==> src/rtl/resampler_seq_pkg.sv <==
// Shared types and constants for the spectral resampler frame sequencer.
package resampler_pkg;

    localparam int unsigned N_BINS   = 4096;
    localparam int unsigned ADDR_W   = 12;
    localparam int unsigned SF_W     = 24;
    localparam int unsigned PIPE_LAT = 5;
    localparam int unsigned WD_SLACK = 16;
    localparam int unsigned WD_LIMIT = N_BINS + PIPE_LAT + WD_SLACK;
    localparam int unsigned WD_W     = $clog2(WD_LIMIT + 1);
    localparam int unsigned FRM_W    = 16;
    localparam int unsigned ERR_W    = 8;

    // Q3.21 scale factors
    localparam logic [SF_W-1:0] SF_ONE = 24'h200000;
    localparam logic [SF_W-1:0] SF_MIN = 24'h080000;
    localparam logic [SF_W-1:0] SF_MAX = 24'h800000;

    typedef enum logic [2:0] {
        ST_IDLE,
        ST_FILL,
        ST_ARMED,
        ST_RUN,
        ST_DRAIN
    } state_t;

    function automatic logic [SF_W-1:0] sf_clamp_f(input logic [SF_W-1:0] sf);
        if (sf < SF_MIN)      return SF_MIN;
        else if (sf > SF_MAX) return SF_MAX;
        else                  return sf;
    endfunction

endpackage

==> src/rtl/resampler_seq_if.sv <==
// FFT stream, pitch-control, resampler and statistics signals of the sequencer.
interface resampler_seq_if;
    import resampler_pkg::*;

    logic              s_fft_valid;
    logic              s_fft_last;
    logic [ADDR_W-1:0] s_fft_user;
    logic              s_fft_ready;
    logic              sf_wr;
    logic [SF_W-1:0]   sf_in;
    logic              dn_ready;
    logic              rs_valid;
    logic              rs_last;
    logic              m_start;
    logic [SF_W-1:0]   m_scale_factor;
    logic              m_scale_factor_valid;
    logic              busy;
    logic              frame_err;
    logic [FRM_W-1:0]  frames_done;
    logic [ERR_W-1:0]  err_count;

    modport slave (
        input  s_fft_valid, s_fft_last, s_fft_user, sf_wr, sf_in, dn_ready, rs_valid, rs_last,
        output s_fft_ready, m_start, m_scale_factor, m_scale_factor_valid, busy, frame_err,
               frames_done, err_count
    );

    modport master (
        output s_fft_valid, s_fft_last, s_fft_user, sf_wr, sf_in, dn_ready, rs_valid, rs_last,
        input  s_fft_ready, m_start, m_scale_factor, m_scale_factor_valid, busy, frame_err,
               frames_done, err_count
    );

endinterface

==> src/rtl/resampler_seq_sf_clamp.sv <==
// Shadow scale-factor register and the clamped active copy loaded at frame launch.
module sf_clamp
    import resampler_pkg::*;
(
    input  logic            clk,
    input  logic            rst,
    input  logic            i_sf_wr,
    input  logic [SF_W-1:0] i_sf_in,
    input  logic            i_load,
    output logic [SF_W-1:0] o_active
);

    logic [SF_W-1:0] r_shadow;
    logic [SF_W-1:0] r_active;

    // A write coinciding with a load lands in the shadow only; the load sees the old value.
    always_ff @(posedge clk) begin
        if (rst) begin
            r_shadow <= SF_ONE;
            r_active <= SF_ONE;
        end else begin
            if (i_sf_wr) r_shadow <= i_sf_in;
            if (i_load)  r_active <= sf_clamp_f(r_shadow);
        end
    end

    assign o_active = r_active;

endmodule

==> src/rtl/resampler_seq.sv <==
// Frame sequencer: tracks FFT bins into the bin RAM, launches the resample pass,
// supervises completion with a watchdog and keeps frame/error statistics.
module resampler_seq
    import resampler_pkg::*;
(
    input  logic            clk,
    input  logic            rst,
    resampler_seq_if.slave  bus
);

    state_t            r_state;
    state_t            w_next;
    logic              w_err;
    logic              w_done;
    logic              w_launch;
    logic              w_accept;
    logic              w_rs_end;
    logic              w_last_idx;
    logic              w_wd_expire;

    logic              r_ready;
    logic              r_start;
    logic              r_sfv;
    logic              r_busy;
    logic              r_err;
    logic [FRM_W-1:0]  r_frames;
    logic [ERR_W-1:0]  r_errs;
    logic [ADDR_W-1:0] r_bin;
    logic [WD_W-1:0]   r_wd;
    logic [SF_W-1:0]   w_active_sf;

    always_ff @(posedge clk) begin
        if (rst) r_state <= ST_IDLE;
        else     r_state <= w_next;
    end

    always_comb begin
        w_next      = r_state;
        w_err       = 1'b0;
        w_done      = 1'b0;
        w_launch    = 1'b0;
        w_accept    = bus.s_fft_valid && r_ready;
        w_rs_end    = bus.rs_valid && bus.rs_last;
        w_last_idx  = (r_bin == ADDR_W'(N_BINS - 1));
        w_wd_expire = (r_wd == WD_W'(WD_LIMIT - 1));

        case (r_state)
            ST_IDLE: begin
                if (w_accept) begin
                    if (bus.s_fft_user != '0 || bus.s_fft_last) w_err  = 1'b1;
                    else                                        w_next = ST_FILL;
                end
            end
            ST_FILL: begin
                // last must coincide exactly with the final bin index
                if (w_accept) begin
                    if (bus.s_fft_user != r_bin || bus.s_fft_last != w_last_idx) w_err  = 1'b1;
                    else if (bus.s_fft_last)                                      w_next = ST_ARMED;
                end
            end
            ST_ARMED: begin
                if (bus.dn_ready) begin
                    w_launch = 1'b1;
                    w_next   = ST_RUN;
                end
            end
            ST_RUN: begin
                if (bus.rs_valid) w_next = ST_DRAIN;
                if (w_wd_expire)  w_err  = 1'b1;
            end
            ST_DRAIN: begin
                if (w_rs_end) begin
                    w_done = 1'b1;
                    w_next = ST_IDLE;
                end else if (w_wd_expire) begin
                    w_err = 1'b1;
                end
            end
            default: w_next = ST_IDLE;
        endcase

        if (w_rs_end && r_state != ST_DRAIN) w_err = 1'b1;

        if (w_err) begin
            w_next   = ST_IDLE;
            w_launch = 1'b0;
        end
    end

    // Outputs are registered from the next state so they track the state register exactly.
    always_ff @(posedge clk) begin
        if (rst) begin
            r_ready  <= 1'b1;
            r_start  <= 1'b0;
            r_sfv    <= 1'b0;
            r_busy   <= 1'b0;
            r_err    <= 1'b0;
            r_frames <= '0;
            r_errs   <= '0;
            r_bin    <= '0;
            r_wd     <= '0;
        end else begin
            r_ready <= (w_next == ST_IDLE) || (w_next == ST_FILL);
            r_busy  <= !((w_next == ST_IDLE) || (w_next == ST_FILL));
            r_start <= w_launch;
            r_sfv   <= (w_next == ST_RUN) || (w_next == ST_DRAIN);
            r_err   <= w_err;

            if (w_done)                r_frames <= r_frames + FRM_W'(1);
            if (w_err && r_errs != '1) r_errs   <= r_errs + ERR_W'(1);

            // wraps back to zero after the final bin is accepted
            if (w_err)         r_bin <= '0;
            else if (w_accept) r_bin <= r_bin + ADDR_W'(1);

            if (w_launch)                                    r_wd <= '0;
            else if (r_state == ST_RUN || r_state == ST_DRAIN) r_wd <= r_wd + WD_W'(1);
        end
    end

    sf_clamp u_sf_clamp (
        .clk      (clk),
        .rst      (rst),
        .i_sf_wr  (bus.sf_wr),
        .i_sf_in  (bus.sf_in),
        .i_load   (w_launch),
        .o_active (w_active_sf)
    );

    assign bus.s_fft_ready          = r_ready;
    assign bus.m_start              = r_start;
    assign bus.m_scale_factor       = w_active_sf;
    assign bus.m_scale_factor_valid = r_sfv;
    assign bus.busy                 = r_busy;
    assign bus.frame_err            = r_err;
    assign bus.frames_done          = r_frames;
    assign bus.err_count            = r_errs;

endmodule

==> src/flat_wrapper.sv <==
// flat-port wrapper written by rule: the top's interface ports become plain ports
module resampler_seq_flat import resampler_pkg::*;
  (clk, rst, bus_s_fft_valid, bus_s_fft_last, bus_s_fft_user, bus_sf_wr, bus_sf_in, bus_dn_ready, bus_rs_valid, bus_rs_last, bus_s_fft_ready, bus_m_start, bus_m_scale_factor, bus_m_scale_factor_valid, bus_busy, bus_frame_err, bus_frames_done, bus_err_count);
  resampler_seq_if bus_i ();
  input  logic clk;
  input  logic rst;
  input wire logic [$bits(bus_i.s_fft_valid)-1:0] bus_s_fft_valid;
  input wire logic [$bits(bus_i.s_fft_last)-1:0] bus_s_fft_last;
  input wire logic [$bits(bus_i.s_fft_user)-1:0] bus_s_fft_user;
  input wire logic [$bits(bus_i.sf_wr)-1:0] bus_sf_wr;
  input wire logic [$bits(bus_i.sf_in)-1:0] bus_sf_in;
  input wire logic [$bits(bus_i.dn_ready)-1:0] bus_dn_ready;
  input wire logic [$bits(bus_i.rs_valid)-1:0] bus_rs_valid;
  input wire logic [$bits(bus_i.rs_last)-1:0] bus_rs_last;
  output wire logic [$bits(bus_i.s_fft_ready)-1:0] bus_s_fft_ready;
  output wire logic [$bits(bus_i.m_start)-1:0] bus_m_start;
  output wire logic [$bits(bus_i.m_scale_factor)-1:0] bus_m_scale_factor;
  output wire logic [$bits(bus_i.m_scale_factor_valid)-1:0] bus_m_scale_factor_valid;
  output wire logic [$bits(bus_i.busy)-1:0] bus_busy;
  output wire logic [$bits(bus_i.frame_err)-1:0] bus_frame_err;
  output wire logic [$bits(bus_i.frames_done)-1:0] bus_frames_done;
  output wire logic [$bits(bus_i.err_count)-1:0] bus_err_count;
  assign bus_i.s_fft_valid = bus_s_fft_valid;
  assign bus_i.s_fft_last = bus_s_fft_last;
  assign bus_i.s_fft_user = bus_s_fft_user;
  assign bus_i.sf_wr = bus_sf_wr;
  assign bus_i.sf_in = bus_sf_in;
  assign bus_i.dn_ready = bus_dn_ready;
  assign bus_i.rs_valid = bus_rs_valid;
  assign bus_i.rs_last = bus_rs_last;
  assign bus_s_fft_ready = bus_i.s_fft_ready;
  assign bus_m_start = bus_i.m_start;
  assign bus_m_scale_factor = bus_i.m_scale_factor;
  assign bus_m_scale_factor_valid = bus_i.m_scale_factor_valid;
  assign bus_busy = bus_i.busy;
  assign bus_frame_err = bus_i.frame_err;
  assign bus_frames_done = bus_i.frames_done;
  assign bus_err_count = bus_i.err_count;
  resampler_seq u_core (.clk(clk), .rst(rst), .bus(bus_i));
endmodule
==> config.mk <==
export PLATFORM = sky130hd
export DESIGN_NAME = resampler_seq_flat
export DESIGN_NICKNAME = d
export VERILOG_FILES = /design/src/rtl/resampler_seq_pkg.sv /design/src/rtl/resampler_seq_if.sv /design/src/rtl/resampler_seq_sf_clamp.sv /design/src/rtl/resampler_seq.sv /design/src/flat_wrapper.sv
export SDC_FILE = /design/constraint.sdc
export NUM_CORES = 1
export LEC_CHECK = 0
export BUFFER_PORTS_ARGS = -buffer_cell sky130_fd_sc_hd__buf_2
export CAP_MARGIN = 10
export CORE_UTILIZATION = 40
export DETAILED_ROUTE_END_ITERATION = 6
export SYNTH_ARGS = -nofsm -noshare
export SYNTH_HDL_FRONTEND = slang
export SYNTH_SLANG_ARGS = --single-unit
==> constraint.sdc <==
create_clock -name clk -period 3.28 [get_ports clk]
set_clock_uncertainty 0.2 [all_clocks]
set_input_delay 0.164 -clock clk [delete_from_list [all_inputs] [get_ports clk]]
set_output_delay 0.164 -clock clk [all_outputs]
set_load 0.01 [all_outputs]
==> flow_summary.ini, run 1 <==
[timing]
setup-violations-final = 0
whs_ps = 47.7
max_slew.worst_pin.slew_ps = 742
fin_ws_ps = 679
fin_crit_ps = 2600
slew_viol_final = 0
rsz0062_at_grt = no
hold_viol_final = 0
setup_tns_ps = 0
maxClockFrequency_mhz = 385
slew_headroom_pct = 50.5
finalCritPeriodShare_pct = 79.3

[grt]
grt_pass1_wl_um = 18300
grt_max_degree = 63
grt_use_total_pct = 18.3
grt-ovfl-total = 0
antenna_found_initial = 0
grt_pass1_vias = 3873

[yosys]
synth.distinct_cells = 59
synth_top_family_by_area = simple AND/OR/NAND/NOR gates
synth_top_area_share_pct = 44.2
synth.most_common_cell = dfxtp_1
synth_edf_count = 0
synth_xor_area_share_pct = 8.66
synth.top_cells.by_count = dfxtp_1, nor2_1, nand2_1, mux2i_1, xnor2_1
synth.avg_cell_area_um2 = 9.09
synthMuxAreaShare_pct = 6.42
ys_top_cells_by_area = dfxtp_1, nor2_1, mux2i_1
synthArstFlopShare_pct = 0
netlist_area_um2 = 4750
synth_compound_area_share_pct = 9.58
synth_top_cell_by_area = dfxtp_1
synth_nets = 572
synth-main-ff-cell = dfxtp_1
ys_ff_latch = 105
synthAdderAreaFrac_pct = 1.32
syn_inst = 523
ys.warnings.count = 0
synth_simple_gate_area_share_pct = 26.6
yosysSeqAreaShare_pct = 44.2

[cts]
worstSkewPairLatency_ps = 340
cts_tree = done
clkSlewWorstSetupHoldPaths_ps = 70
cts_htree_levels = 3
cts_buffers = 9
cts-root-buf = clkbuf_16
clock_path_buffers = 2
ctsResizeCount = 0
cts_sinks = 105

[min_path]
min_to = u_core.bus.m_scale_factor_valid
hold_start = bus_rs_valid
hold_path_class = in -> reg
whs_path_depth = 4

[setup_path]
critPathArrivalTime_ps = 2640
start_kind = register
worstReg2RegEnd = u_core.bus.err_count[5]
crit_start = u_core.r_wd[1]
endpoint_kind = register
r2r_cells = 8
critPathMaxFanout = 12
critPathKind = reg -> reg
worstPathRequired_ps = 3320
reg2reg_from = u_core.r_wd[1]
reg2reg_slack_ps = 680

[finish]
area_growth_pct = 24.7
fin_area_um2 = 5930
drive_gt1_share_pct = 23.8
diodes = 0
layout.nets = 683

[route]
drtIter0Drc = 186
dr.pass1.iters = 7
vias = 4031
via_per_inst = 5.16
ant_nets = 0
drc = 13
wl_um = 10700
wl_per_cell_um = 13.7

[job]
maxCapViolations = 0

[power]
ir_worst_vdd_mv = 0.325
power.total_mw = 2.63
powerDensity_nw_per_um2 = 444
p_leak_nw = 2.43

[run_status]
status = finished with violations
violations = design-rule violations

[die]
die_area_um2 = 12300
coreArea_um2 = 11500
rows = 39
die_h_um = 111
ios = 97
start_util_pct = 41.3
die_x_um = 111

[placed_design]
place_area_um2 = 5360
numPortBuffers = 96
pre_cts_slack_ps = 692
post-dp-hpwl_um = 7480
place.gp.congestion = 0.786
[layer usage]
layer  global-route usage, %  share of wire [%]  vias up
met4                    6.85                1.4        0
met5                       0                  0        -
met1                    23.4                 48     1888
met2                    30.6                 47       78
met3                    3.39                3.7       11
li1                        -                  -     2054
[sequential cells by signal (all words and copies together), names as in the netlist, 3 cells and up]
name / count
u_core.u_sf_clamp.o_active: 24
u_core.u_sf_clamp.r_shadow: 24
u_core.bus.frames_done: 16
u_core.r_wd: 13
u_core.r_bin: 12
u_core.bus.err_count: 8
u_core.r_state: 3
[worst max-delay path, stage by stage (launching register included)]
cell and delay [ps]:
dfxtp_1 330, inv_1 110, ha_1 140, nor4b_1 230
nand3_1 120, o22a_1 360, or4_1 560, o21ai_0 100
mux2_2 350
[area by class of cell]
cell class,instances,area [µm²]
Sequential cell,105,2100
Clock buffer,10,229
Timing Repair Buffer,126,783
Multi-Input combinational cell,380,2510
Fill cell,1144,5590
Tap cell,143,179
Clock inverter,5,81.3
Inverter,12,45.0
[kinds of logic after synthesis]
kind of cell               count (synthesis)
buffers and inverters                     38
muxes                                     30
xor gates and xnor gates                  47
adders and majority gates                  5
and+or+nand+nor                          233
AOI/OAI and AO/OA                         65
DFF                                      105
[per-stage QoR]
stage | instances | util, %
after detailed placement | 740 | 46.5
after global placement | 740 | 46.5
after global routing | 781 | 51.5
final | 781 | 51.5
after CTS | 781 | 51.5
after floorplan | 523 | -
[cell usage in the layout, fill, tap and decap left out, types with 5 or more instances in the layout]
cell / n
dlygate4sd3_1: 26
nand2_1: 33
nand4_1: 16
inv_1: 11
nor3_1: 10
a31o_2: 19
nor4_1: 9
ha_1: 5
mux2i_1: 26
nor2b_1: 5
clkbuf_16: 9
nor2_1: 78
xnor2_1: 25
nor3b_1: 19
dfxtp_1: 105
nand3_1: 17
xor2_1: 22
a21oi_1: 13
buf_2: 96
o21ai_0: 14
or3_1: 14
[power breakdown]
group          total, mW  internal (mW)  switching [mW]
Sequential          1.32           1.30          0.0210
Combinational      0.178         0.0852          0.0930
Clock               1.13          0.665           0.468
Total               2.63           2.05           0.582
[how the worst max path moves through the flow]
stage                                    endpoint  slack [ps]  cells after the start
after floorplan           u_core.bus.err_count[7]         960                      9
after global placement    u_core.bus.err_count[5]         730                      8
after detailed placement  u_core.bus.err_count[5]         690                      8
after CTS                 u_core.bus.err_count[5]         660                      8
after global routing      u_core.bus.err_count[5]         470                      8
final                     u_core.bus.err_count[5]         680                      8
[timing repair]
| action | 4_1_cts | 5_1_grt |
|---|---|---|
| hold endpoints to repair | 26 | 0 |
| hold buffers | 26 | 0 |
| buffers inserted | 0 | 0 |
Note: power is estimated with default switching activity, not from simulation.
==> run 2: changes to the inputs <==
==> constraint.sdc (replaced) <==
create_clock -name clk -period 2.42 [get_ports clk]
set_clock_uncertainty 0.2 [all_clocks]
set_input_delay 0.121 -clock clk [delete_from_list [all_inputs] [get_ports clk]]
set_output_delay 0.121 -clock clk [all_outputs]
set_load 0.01 [all_outputs]
==> flow_summary.ini, run 2 (same netlist as run 1, synthesis figures left out) <==
[run_status]
status = finished with violations
violations = design-rule violations

[power]
ir_worst_vdd_mv = 0.256
powerDensity_nw_per_um2 = 556
power.total_mw = 3.43
p_leak_nw = 2.59

[finish]
diodes = 0
mostFrequentLayoutCell = dfxtp_1
drive_gt1_share_pct = 28.4
layout.nets = 710
final_cell_mix = dfxtp_1, buf_2, nor2_1, nand2_1, dlygate4sd3_1
area_growth_pct = 29.6

[setup_path]
worstPathRequired_ps = 2460
start_kind = register
critPathMaxFanout = 5
critPathArrivalTime_ps = 2350
critPathKind = reg -> reg
endpoint_kind = register

[cts]
cts-root-buf = clkbuf_16
clkSlewWorstSetupHoldPaths_ps = 70
cts_tree = done
cts_buffers = 9
clock_path_buffers = 2
cts_htree_levels = 3
worstSkewPairLatency_ps = 350
cts_sinks = 105

[min_path]
hold_path_class = in -> reg

[timing]
maxClockFrequency_mhz = 433
finalCritPeriodShare_pct = 95.4
max_slew.worst_pin.slew_ps = 733
rsz0062_at_grt = yes
slew_viol_final = 0
fin_ws_ps = 112
fin_crit_ps = 2310
hold_viol_final = 0
slew_headroom_pct = 51.1
setup-violations-final = 0

[route]
wl_um = 11200
via_per_inst = 5.15
drtIter0Drc = 195
wl_per_cell_um = 13.8
vias = 4166
dr.pass1.iters = 6
ant_nets = 0
drc = 12

[die]
ios = 97
die_x_um = 111
coreArea_um2 = 11500
rows = 39
start_util_pct = 41.3
die_h_um = 111
die_area_um2 = 12300

[grt]
antenna_found_initial = 0
grt_max_degree = 37
grt_pass1_wl_um = 18900
grt-ovfl-total = 0
grt_use_total_pct = 18.9
grt_pass1_vias = 4104

[placed_design]
numPortBuffers = 96
pre_cts_slack_ps = 31.5
post-dp-hpwl_um = 7970
place.gp.congestion = 0.843

[job]
maxCapViolations = 0
==> run 2: changes by cell type in the layout (fill, tap and decap cells not counted), moves of 3 or more <==
| cell | change |
|---|---|
| dlygate4sd3_1 | +3 |
| dfxtp_2 | +4 |
| buf_4 | +24 |
| dfxtp_1 | -4 |
==> run 2: through the flow <==
stage                     instances  utilization, %  area [µm²]  hold slack, ps  TNS, ps
after floorplan                 523               -        4750            50.0        0
after global placement          761            47.9        5510             152        0
after detailed placement        761            47.9        5510             155        0
after CTS                       806            52.8        6080            25.9        0
after global routing            809            53.5        6160            84.6    -8.82
final                           809            53.5        6160            40.5        0
==> run 2: final timing paths <==
check | slack (ps) | from | cells past startpoint | endpoint
hold reg to reg | 270 | u_core.u_sf_clamp.o_active[19] | 2 | u_core.u_sf_clamp.o_active[19]
setup reg to reg | 110 | u_core.r_bin[5] | 6 | u_core.bus.err_count[7]
setup / recovery | 110 | u_core.r_bin[5] | 6 | u_core.bus.err_count[7]
hold / removal | 40 | bus_dn_ready | 5 | u_core.r_state[0]
==> run 2: power breakdown <==
| part | internal [mW] | switching, mW |
|---|---|---|
| Sequential | 1.76 | 0.0262 |
| Clock | 0.711 | 0.674 |
| Combinational | 0.126 | 0.131 |
==> run 2: critical path, stage by stage (launching register included) <==
cell     delay (ps)
dfxtp_1         410
nand4_4         140
nor4_4          360
xnor2_1         190
and2_4          190
o41ai_2         350
mux2_1          360
==> run 2: timing repair <==
item,in CTS,in global routing
setup endpoints to repair,0,31
hold endpoints to repair,29,0
hold buffers,29,0
resized for setup,0,16
buffers inserted,0,3
==> run 2: area by class of cell <==
type | count | area [µm²]
clock buffer | 10 | 229
clock inverter | 6 | 50.0
fill | 1096 | 5360
inverter | 12 | 45.0
multi-input combinational | 380 | 2560
sequential | 105 | 2110
tap | 143 | 179
timing repair buffer | 153 | 993
==> run 2: metal layers <==
metal	track usage (%)	part of all wire, %	routed length [µm]
met5	0	0	0
met3	3.55	3.9	435
met4	8.56	1.9	214
met1	23.0	47	5210
met2	32.5	48	5330
==> run 3: changes to the inputs <==
--- a/config.mk
+++ b/config.mk
@@ -8,6 +8,7 @@
 export BUFFER_PORTS_ARGS = -buffer_cell sky130_fd_sc_hd__buf_2
 export CAP_MARGIN = 10
 export CORE_UTILIZATION = 40
+export CTS_BUF_LIST = sky130_fd_sc_hd__clkbuf_16
 export DETAILED_ROUTE_END_ITERATION = 6
 export SYNTH_ARGS = -nofsm -noshare
 export SYNTH_HDL_FRONTEND = slang
==> flow_summary.ini, run 3 (same netlist as run 1, synthesis figures left out) <==
[run_status]
status = finished with violations
violations = design-rule violations

[placed_design]
numPortBuffers = 96
place.gp.congestion = 0.843
place_area_um2 = 5510
post-dp-hpwl_um = 7970

[job]
maxCapViolations = 0

[timing]
hold_viol_final = 0
rsz0062_at_grt = yes
setup-violations-final = 0
slew_headroom_pct = 51.2
maxClockFrequency_mhz = 433
finalCritPeriodShare_pct = 95.4
whs_ps = 40.6
slew_viol_final = 0
max_slew.worst_pin.slew_ps = 733
fin_crit_ps = 2310

[route]
highest_layer = met4
met1Wirelength_um = 5210
ant_nets = 0
dr_wl_met2_um = 5320
vias = 4166
drtIter0Drc = 182
wl_per_cell_um = 13.8
wl_met3_um = 435
wl_um = 11200
via_per_inst = 5.15
drc = 11
dr.pass1.iters = 6

[setup_path]
critPathMaxFanout = 5
r2r_cells = 6
worstReg2RegEnd = u_core.bus.err_count[7]
critPathArrivalTime_ps = 2350
worstPathRequired_ps = 2460
start_kind = register
reg2reg_slack_ps = 110
critPathKind = reg -> reg
reg2reg_from = u_core.r_bin[5]
endpoint_kind = register

[cts]
cts_buffers = 9
cts_tree = done
clkSlewWorstSetupHoldPaths_ps = 70
worstSkewPairLatency_ps = 350
cts-root-buf = clkbuf_16
cts_htree_levels = 3
clock_path_buffers = 2
cts_sinks = 105

[finish]
fin_area_um2 = 6160
layout.nets = 710
mostFrequentLayoutCell = dfxtp_1
nFillCells = 1096
final_cell_mix = dfxtp_1, buf_2, nor2_1, nand2_1, dlygate4sd3_1
diodes = 0
drive_gt1_share_pct = 28.4
area_growth_pct = 29.6

[grt]
grt-ovfl-total = 0
grt_max_degree = 37
antenna_found_initial = 0
grt_pass1_vias = 4104
grt_use_total_pct = 18.9
grt_pass1_wl_um = 18900

[min_path]
hold_start = bus_dn_ready
hold_path_class = in -> reg
min_to = u_core.r_state[0]
whs_path_depth = 5

[die]
ios = 97
coreArea_um2 = 11500
rows = 39
die_x_um = 111
die_area_um2 = 12300
die_h_um = 111
start_util_pct = 41.3

[power]
power.total_mw = 3.42
powerDensity_nw_per_um2 = 556
p_leak_nw = 2.60
ir_worst_vdd_mv = 0.256
==> run 3: stage by stage <==
step           setup WS, ps  TNS, ps  instances  utilization, %
2_1_floorplan           103        0        523               -
3_3_place_gp            109        0        761            47.9
3_5_place_dp           31.5        0        761            47.9
4_1_cts                15.6        0        806            52.8
5_1_grt               -8.82    -8.82        809            53.5
6_report                112        0        809            53.5
==> run 3: layout make-up <==
type                       count  area (µm²)  share of cell area, %
clock buffer                   9         225                   3.66
clock inverter                 7        53.8                  0.873
inverter                      12        45.0                  0.731
multi-input combinational    380        2560                   41.5
sequential                   105        2110                   34.2
tap                          143         179                   2.90
timing repair buffer         153         993                   16.1
==> run 3: timing repair <==
item,in CTS,in global routing
setup buffers,0,3
endpoints found under the setup margin,0,31
hold buffers,29,0
resized for setup,0,16
hold endpoints to repair,29,0
==> run 3: power breakdown <==
group | total [mW] | switching (mW) | internal, mW | leakage [nW]
clock network | 1.38 | 0.675 | 0.707 | 0.139
logic | 0.258 | 0.131 | 0.126 | 1.60
registers | 1.78 | 0.0262 | 1.76 | 0.853
==> run 3: how the worst max path moves through the flow <==
stage               depth (start not counted)  slack (ps)                 endpoint            start
detailed placement                          8          30  u_core.bus.err_count[5]   u_core.r_wd[0]
floorplan                                   9         100  u_core.bus.err_count[7]   u_core.r_wd[0]
finish                                      6         110  u_core.bus.err_count[7]  u_core.r_bin[5]
CTS                                         8          20  u_core.bus.err_count[5]   u_core.r_wd[0]
global placement                            8         110  u_core.bus.err_count[5]   u_core.r_wd[0]
global route                                6          -9  u_core.bus.err_count[7]  u_core.r_bin[5]
==> run 3: critical path: stages, from the launching register on <==
cell	delay (ps)
dfxtp_1	410
nand4_4	140
nor4_4	360
xnor2_1	190
and2_4	190
o41ai_2	350
mux2_1	360
==> run 3: per-layer routing <==
layer	up-vias	GRT usage, %
met5	-	0
met4	0	8.56
met3	17	3.55
met2	82	32.5
met1	1960	23.0
li1	2107	-
